File: src/rtl/display_pkg.sv
// rtl/display_pkg.sv - shared constants and types for the seven-segment display path
package display_pkg;
  localparam int NUM_DIGITS = 8;
  localparam int SEL_WIDTH  = 3;
  localparam logic [NUM_DIGITS-1:0] ANODE_OFF = 8'hFF;

  typedef logic [SEL_WIDTH-1:0] digit_sel_t;
endpackage

File: src/rtl/next_digit_finder.sv
// rtl/next_digit_finder.sv - wrap-around search for the next enabled digit after the current one
module next_digit_finder
  import display_pkg::*;
(
  input  digit_sel_t            current,
  input  logic [NUM_DIGITS-1:0] digit_mask,
  output digit_sel_t            next_index,
  output digit_sel_t            lowest_index,
  output logic                  any_enabled
);
  digit_sel_t idx;

  always_comb begin
    next_index   = current;
    lowest_index = '0;
    any_enabled  = |digit_mask;
    idx          = '0;
    // Search farthest-first so the nearest enabled digit wins; k=8 wraps onto current itself.
    for (int k = NUM_DIGITS; k >= 1; k--) begin
      idx = current + SEL_WIDTH'(k);
      if (digit_mask[idx]) next_index = idx;
    end
    for (int i = NUM_DIGITS - 1; i >= 0; i--) begin
      if (digit_mask[i]) lowest_index = SEL_WIDTH'(i);
    end
  end
endmodule

File: src/rtl/digit_scan_ctrl.sv
// rtl/digit_scan_ctrl.sv - time-multiplexed digit scan with dwell prescaler, digit skip and blink
module digit_scan_ctrl
  import display_pkg::*;
#(
  parameter int DIV_WIDTH   = 16,
  parameter int BLINK_WIDTH = 8
) (
  input  logic                   clock,
  input  logic                   reset,
  input  logic                   enable,
  input  logic [DIV_WIDTH-1:0]   divisor,
  input  logic [NUM_DIGITS-1:0]  digit_mask,
  input  logic [NUM_DIGITS-1:0]  blink_mask,
  input  logic [BLINK_WIDTH-1:0] blink_period,
  output digit_sel_t             select,
  output logic [NUM_DIGITS-1:0]  anode,
  output logic                   tick,
  output logic                   frame_start,
  output logic                   blink_on
);
  logic [DIV_WIDTH-1:0]   prescaler;
  logic [BLINK_WIDTH-1:0] frame_cnt;
  digit_sel_t             next_index;
  digit_sel_t             lowest_index;
  logic                   any_enabled;
  logic                   terminal;
  logic                   frame_hit;
  logic                   blink_wrap;
  logic [NUM_DIGITS-1:0]  anode_next;

  next_digit_finder u_finder (
    .current      (select),
    .digit_mask   (digit_mask),
    .next_index   (next_index),
    .lowest_index (lowest_index),
    .any_enabled  (any_enabled)
  );

  // >= so that shrinking the divisor below the running count ends the dwell at once.
  assign terminal   = enable && (prescaler >= divisor);
  assign frame_hit  = terminal && any_enabled && (next_index == lowest_index);
  assign blink_wrap = ({1'b0, frame_cnt} + (BLINK_WIDTH + 1)'(1)) >= {1'b0, blink_period};

  // Anode reflects the select already presented to the mux, matching its one-cycle register.
  always_comb begin
    anode_next = ANODE_OFF;
    if (digit_mask[select] && !(!blink_on && blink_mask[select])) anode_next[select] = 1'b0;
  end

  always_ff @(posedge clock or posedge reset) begin
    if (reset) begin
      select      <= '0;
      prescaler   <= '0;
      frame_cnt   <= '0;
      blink_on    <= 1'b1;
      tick        <= 1'b0;
      frame_start <= 1'b0;
      anode       <= ANODE_OFF;
    end else begin
      anode       <= anode_next;
      tick        <= terminal;
      frame_start <= frame_hit;
      if (enable) begin
        prescaler <= terminal ? '0 : prescaler + DIV_WIDTH'(1);
        if (terminal && any_enabled) select <= next_index;
        if (blink_period == '0) begin
          frame_cnt <= '0;
          blink_on  <= 1'b1;
        end else if (frame_hit) begin
          if (blink_wrap) begin
            frame_cnt <= '0;
            blink_on  <= !blink_on;
          end else begin
            frame_cnt <= frame_cnt + BLINK_WIDTH'(1);
          end
        end
      end
    end
  end
endmodule
File: config.mk
export PLATFORM = sky130hd
export DESIGN_NAME = digit_scan_ctrl
export DESIGN_NICKNAME = d
export VERILOG_FILES = /design/src/rtl/display_pkg.sv /design/src/rtl/next_digit_finder.sv /design/src/rtl/digit_scan_ctrl.sv
export SDC_FILE = /design/constraint.sdc
export NUM_CORES = 1
export LEC_CHECK = 0
export CORE_ASPECT_RATIO = 1.25
export CORE_MARGIN = 10
export CORE_UTILIZATION = 45
export DETAILED_ROUTE_END_ITERATION = 12
export PLACE_DENSITY = 0.69
export SYNTH_ARGS = -nofsm -noshare
export SYNTH_HDL_FRONTEND = slang
export SYNTH_HIERARCHICAL = 1
export SYNTH_SLANG_ARGS = --single-unit
export TNS_END_PERCENT = 5
File: constraint.sdc
create_clock -name clock -period 8.1 [get_ports clock]
set_input_delay 1.215 -clock clock [delete_from_list [all_inputs] [get_ports clock]]
set_output_delay 1.215 -clock clock [all_outputs]
set_load 0.02 [all_outputs]
Word level (Yosys, flattened, before mapping)
Cells that the tools add are included.
- word-level logic and storage cells: 88
- output and inout port bits: 14
- register bits after elaboration: 38
- bits of input ports: 43
- reduce and logical (&&, ||, !) cells: 15
- order comparisons: 11
- bitwise logic cells: 1
- eq/ne operators: 1
- multiplexer cells: 43
- add/subtract/negate cells: 10
- operator list (operator ; count):
    3-bit two-way mux ; 15
    3-bit by 4-bit < comparator with 1-bit output (second input constant) ; 8
    8-bit two-way mux ; 4
    1-bit binary-select mux with 3-bit select ; 9
    16-bit by 1-bit adder with 16-bit output (second input constant) ; 1
    16-bit >= comparator ; 1
    16-bit two-way mux ; 1
    1-bit two-way mux ; 13
    3-bit adder (second input constant) ; 4
    8-bit by 1-bit adder with 9-bit output (second input constant) ; 1
    9-bit by 8-bit >= comparator with 1-bit output ; 1
    8-bit by 1-bit adder with 8-bit output (second input constant) ; 1
    8-bit logical NOT ; 1
    8-bit NOT ; 1
    8-bit OR reduction ; 1
    3-bit by 2-bit adder with 3-bit output (second input constant) ; 2
    1-bit logical AND ; 6
    2-bit AND reduction ; 2
    2-bit nonzero test ; 2
    3-bit by 1-bit adder with 3-bit output (second input constant) ; 1
    1-bit demux with 3-bit select ; 1
    3-bit equality test ; 1
    3-bit by 1-bit >= comparator with 1-bit output (second input constant) ; 1
    3-bit AND reduction ; 1
    1-bit logical NOT ; 2

Longest topological paths before layout
- depth in word-level cells: 14
- depth in mapped cells: 17
- depth with buffers taken out: 14

Modules after synthesis
The synthesis kept the hierarchy.
- modules (own cells, without submodules) (module ; times used ; area each (um2) ; seq. area each (um2) ; cells each):
    digit_scan_ctrl ; 1 ; 2568.7 ; 962.2 ; 285
    next_digit_finder ; 1 ; 962.2 ; 0.0 ; 110

Worst setup path before layout
Ideal clock, no wire load.
- kind: input to register
- from: input port digit_mask[6]
- to: register frame_cnt[5]
- required time: 7.990 ns
- stages on the path: 13
- setup time: 0.110 ns
- data arrival time: 3.910 ns
- slack: 4.079 ns
- path buffers: 2
- cell sequence: clkbuf_2 mux4_2 and3_1 a311o_1 o31ai_2 nand4_1 a22oi_2 xor2_1 nor2_1 nand4_1 o21a_1 buf_6 o41ai_1
- cells in the longest elaborated chain, start to end: 13
- elaborated cells on any way between the ends: 34
- classes of those cells: 1 x eq/ne; 28 x mux; 5 x reduce/logical
- ends and longest elaborated chain (element ; line ; source):
    start, declared ; digit_scan_ctrl.sv:12 ; input logic [NUM_DIGITS-1:0] digit_mask,
    1-bit binary-select mux with 3-bit select ; next_digit_finder.sv:21 ; if (digit_mask[idx]) next_index = idx;
    1-bit two-way mux (implied by the code) ; next_digit_finder.sv:21 ;
    3-bit two-way mux (6 in series) ; next_digit_finder.sv:21 ;
    3-bit two-way mux (*) ; next_digit_finder.sv:21 ;
    via next_index[1] ; digit_scan_ctrl.sv:23 ; digit_sel_t next_index;
    3-bit equality test (*) ; digit_scan_ctrl.sv:41 ; assign frame_hit = terminal && any_enabled && (next_index == lowest_index);
    1-bit logical AND (*) ; digit_scan_ctrl.sv:41 ;
    2-bit nonzero test (no line) (*) ; -- ;
    2-bit AND reduction (no line) (*) ; -- ;
    end signal, assigned ; digit_scan_ctrl.sv:74 ; frame_cnt <= frame_cnt + BLINK_WIDTH'(1);
    end, declared ; digit_scan_ctrl.sv:22 ; logic [BLINK_WIDTH-1:0] frame_cnt;
The timed path passes the listed nets; every way through them passes the cells marked *. The select of a mux whose other input is x is not followed.
A chain may end at the register's enable or synchronous reset.

Worst setup path in the final report
- from: input port digit_mask[0]
- to: register frame_cnt[6]
The elaborated chain is that of the path after synthesis.

==> results.txt <==
The flow ran to the end, and the final reports show no timing, DRC or antenna violations. Clock latency on the worst-skew pair, taken at its later pin, is 0.29 ns. For this block, the via count after detailed routing is 3,015.

Setup repair after global routing left no endpoint under its margin. Summed over all instances, the cell type with the most area after synthesis is sky130_fd_sc_hd__dfrtp_1. The tools report the initial antenna violation count as 0. Via-per-instance ratio: 5.604. The dominant cell by count in the synthesized netlist is sky130_fd_sc_hd__inv_1. Walking the worst path, the cells encountered are clkdlybuf4s50_1 > mux4_1 > nand2b_1 > inv_1 > or3_1 > a22o_1 > o21ai_1 > xor2_1 > nor2_1 > nand4_1 > o21a_1 > o41ai_1. The run gives 0 as the total overflow reported by the global router. Relative slew slack: 0.3695.

Dividing the detail-routed wire length by the instance count gives 15.17 microns. The run gives 67 as the number of different library cells in the post-synthesis netlist. For the number of buffers inserted by hold repair at cts, the log shows 0. The power density over the cells came out at 142.7 nW/um^2.

The tools report the worst hold endpoint as blink_on$_DFFE_PP1P_. The fraction of power consumed by combinational cells is 0.296, and the net count after synthesis is 466. The count of routing violations after the opening detailed-route iteration came out at 172.

The tools report the count of max-cap constraint violations as 0. The mapped cell area was 3531 sq um; the critical path required time was 8.28 ns. The clock passes through at most 2 buffers. At the end of the flow, the number of nets in the layout was 513.

The slowest stage of the critical path belongs to the cell sky130_fd_sc_hd__mux4_1. Synthesis produced a netlist whose cell count is 395. The startpoint of the worst register-to-register path is select[0]$_DFFE_PP0P_. The sequential fraction of the synthesis area is 0.2725. For the worst-case clock skew, the log shows 0.005536 ns.

The tools report the slack of the worst reg-to-reg path as 4.13 ns. The final core area utilization came out at 0.5507. The smallest clock period supported by the final layout is computed as 4.609 ns. The internal power of the cells totals 0.0004211 W. For the number of iterations in the first detailed-routing pass, the log shows 4. A synthesized cell averages 8.939 sq um. The ratio of cells with drive above 1 in the final layout is 0.09255, and the area growth from synthesis to final layout is 20.13%. The first global-routing pass estimated 14.19 mm of wire.

The synthesis-stage register bit count was 38; the post-CTS clock slew at the launch and capture registers of the worst setup and hold paths was 0.08 ns. TritonCTS built the clock tree. The die covers 11,810 sq um. For the number of gates resized after cts, the log shows 0. For the number of antenna diodes, the log shows 0. The net switching power is 0.0001841 W. The clock drives 38 sinks. The number of global-route vias before repair was 2,986. Along the worst hold path, the cell count comes to 2. The number of buffers inserted to repair setup after CTS is 0, and the height of the die is 119.0 microns. Of all nets on the critical path, the largest fanout is 12. On the worst path, the slowest cell contributes a delay of 0.67 ns.

The critical path is of the input port to flip-flop type. The portion of total power attributed to the clock network is 0.318. Excluding fillers, the count of instances in the completed layout stands at 538. The switching fraction of total power was 0.3042; the number of buffers created by CTS was 5.

In this run the count of I/O pins placed on the die edge is 57. For the global routing usage summed across all routing layers, the log shows 0.1391. Entering global routing, the biggest net connects 39 pins. The min-delay analysis places its worst path in the category flip-flop to flip-flop.

Routability-driven placement finished with a final weighted congestion of 0.8826. The tools report the number of setup violations in the final report as 0. The area of the core came out at 7702 sq um. Clock tree synthesis selected as its root buffer the cell sky130_fd_sc_hd__clkbuf_8. The maximum resistive drop on vdd came out at 0.1111 mV. The worst setup path is launched from an input port.

The max-slew violation count is 0. Yosys attributes the largest share of cell area to sky130_fd_sc_hd__dfrtp_1 (21%), sky130_fd_sc_hd__ha_1 (9.9%), sky130_fd_sc_hd__dfstp_2 (6.7%). The total number of yosys warnings came out at 6. STA classifies the critical path endpoint as a flip-flop.

The relative contribution of sequential cells to total power was 0.387; the floorplan row count was 36. Adding up every negative setup slack in the final design gives 0 ns. Once detailed placement completed, the half-perimeter wirelength came to 6.410 mm. The instance count after placement with tap cells included came out at 530. The remaining number of nets flagged by the antenna check after routing came out at 0. After synthesis, the most frequently instantiated cells are sky130_fd_sc_hd__inv_1 (39), sky130_fd_sc_hd__nand2_1 (35), sky130_fd_sc_hd__nor2_1 (33), sky130_fd_sc_hd__dfrtp_1 (29), sky130_fd_sc_hd__ha_1 (28). The portion of the clock cycle consumed by the worst path in the final layout was 0.5690; the highest attainable clock frequency was 0.2170 GHz. The share of the synthesized area in the top cell type is 0.2055, and the critical path arrival is 4.79 ns. The initial core utilization was 0.4584; the share of async-settable or async-resettable flops after synthesis was 1.000. For this run, design rule violations remaining after detail routing come to 0. Total wire length after detailed routing: 8.164 mm. In this run the number of H-tree levels came out at 2. The endpoint of the worst-slack reg-to-reg timing path is frame_cnt[6]$_DFFE_PP0P_.

For this design the static power due to leakage is 1.859 nW. The horizontal extent of the die was 99.23 microns; the number of cells on the worst reg-to-reg path was 13. Most used flip-flop cell after synthesis: sky130_fd_sc_hd__dfrtp_1. The worst hold path startpoint was blink_on$_DFFE_PP1P_. At the pin with the least slew margin, the transition time is 0.9385 ns. The number of synthesized flops with an enable pin was 0; the final count of hold timing violations was 0.

The quantity of I/O buffers inserted on ports is 56.
[cells in the final DEF (no fill, tap or decap), types with 4 or more instances in the layout]
| master | netlist | layout |
|---|---|---|
| sky130_fd_sc_hd__a21oi_1 | 10 | 10 |
| sky130_fd_sc_hd__and3_1 | 5 | 5 |
| sky130_fd_sc_hd__buf_4 | 1 | 5 |
| sky130_fd_sc_hd__clkbuf_8 | 1 | 5 |
| sky130_fd_sc_hd__clkdlybuf4s50_1 | 0 | 56 |
| sky130_fd_sc_hd__dfrtp_1 | 29 | 29 |
| sky130_fd_sc_hd__dfstp_2 | 9 | 9 |
| sky130_fd_sc_hd__ha_1 | 28 | 28 |
| sky130_fd_sc_hd__inv_1 | 39 | 39 |
| sky130_fd_sc_hd__mux2i_1 | 12 | 12 |
| sky130_fd_sc_hd__mux4_1 | 4 | 4 |
| sky130_fd_sc_hd__mux4_2 | 8 | 8 |
| sky130_fd_sc_hd__nand2_1 | 35 | 35 |
| sky130_fd_sc_hd__nand2b_1 | 7 | 7 |
| sky130_fd_sc_hd__nand3_1 | 16 | 16 |
| sky130_fd_sc_hd__nand3b_1 | 4 | 4 |
| sky130_fd_sc_hd__nand4_1 | 9 | 9 |
| sky130_fd_sc_hd__nor2_1 | 33 | 33 |
| sky130_fd_sc_hd__nor2b_1 | 5 | 5 |
| sky130_fd_sc_hd__nor3_1 | 9 | 9 |
| sky130_fd_sc_hd__o211ai_1 | 7 | 7 |
| sky130_fd_sc_hd__o21ai_0 | 6 | 6 |
| sky130_fd_sc_hd__o21ai_1 | 11 | 11 |
| sky130_fd_sc_hd__o21bai_1 | 5 | 5 |
| sky130_fd_sc_hd__xnor2_1 | 11 | 11 |
| sky130_fd_sc_hd__xor2_1 | 14 | 14 |
[cell families after synthesis]
logic type	Yosys count	share of synthesized area
XOR/XNOR	25	0.06201
AO/OA/AOI/OAI	73	0.1464
flip-flops	38	0.2725
buffers and inverters	60	0.08221
adder cells (fa/ha/maj)	28	0.09922
multiplexers	31	0.1410
AND/OR/NAND/NOR	140	0.1967
[cell type report]
type	instances	area, sq um
multi-input combinational	297	2278
sequential	38	962.2
inverter	39	146.4
tap	95	118.9
fill	703	3461
clock inverter	3	68.82
clock buffer	5	68.82
timing repair buffer	61	598.1
[per-layer routing]
layer	global-route usage	routed length, microns	vias up
met1	0.1770	3550	1425
met3	0.01619	223	10
met2	0.2398	4268	52
li1	-	-	1528
met5	0	0	-
met4	0.03860	122	0
[worst max-delay path by stage]
stage                       start                        to  slack (ns)  depth (start not counted)
floorplan           digit_mask[6]  frame_cnt[5]$_DFFE_PP0P_        4.08                         13
global placement    digit_mask[0]  frame_cnt[5]$_DFFE_PP0P_        3.35                         12
detailed placement  digit_mask[0]  frame_cnt[6]$_DFFE_PP0P_        3.19                         12
CTS                 digit_mask[0]  frame_cnt[6]$_DFFE_PP0P_        3.49                         12
global route        digit_mask[6]  frame_cnt[6]$_DFFE_PP0P_        3.19                         12
finish              digit_mask[0]  frame_cnt[6]$_DFFE_PP0P_        3.49                         12
[metrics by stage]
step | cell area, sq um | setup WS, ns | power [W] | hold slack, ns
after floorplan | 3531 | 4.079 | 0.0003586 | 0.5085
after global routing | 4242 | 3.185 | 0.0006471 | 0.5414
after CTS | 4242 | 3.493 | 0.0006106 | 0.5191
after global placement | 4104 | 3.351 | 0.0004064 | 0.5048
after detailed placement | 4104 | 3.195 | 0.0004151 | 0.5061
final | 4242 | 3.491 | 0.0006052 | 0.5124
[critical path: cells and delay by family]
kind | cells | cell delay [ns]
xor+xnor | 1 | 0.10
buf+inv | 2 | 0.66
compound gates | 4 | 1.21
mux | 1 | 0.67
simple gates | 4 | 0.94
[registers in the layout (all words and copies together) (netlist names)]
signal	cells
anode	8
prescaler	16
select	3
frame_start	1
tick	1
blink_on	1
frame_cnt	8
[power by group through the flow]
stage	clock [W]	combinational, W	sequential (W)
floorplan	0	0.000126	0.000233
global placement	0	0.000170	0.000236
detailed placement	0	0.000179	0.000236
CTS	0.000197	0.000180	0.000234
global route	0.000204	0.000205	0.000238
finish	0.000192	0.000179	0.000234
Note: power is estimated with default switching activity, not from simulation.
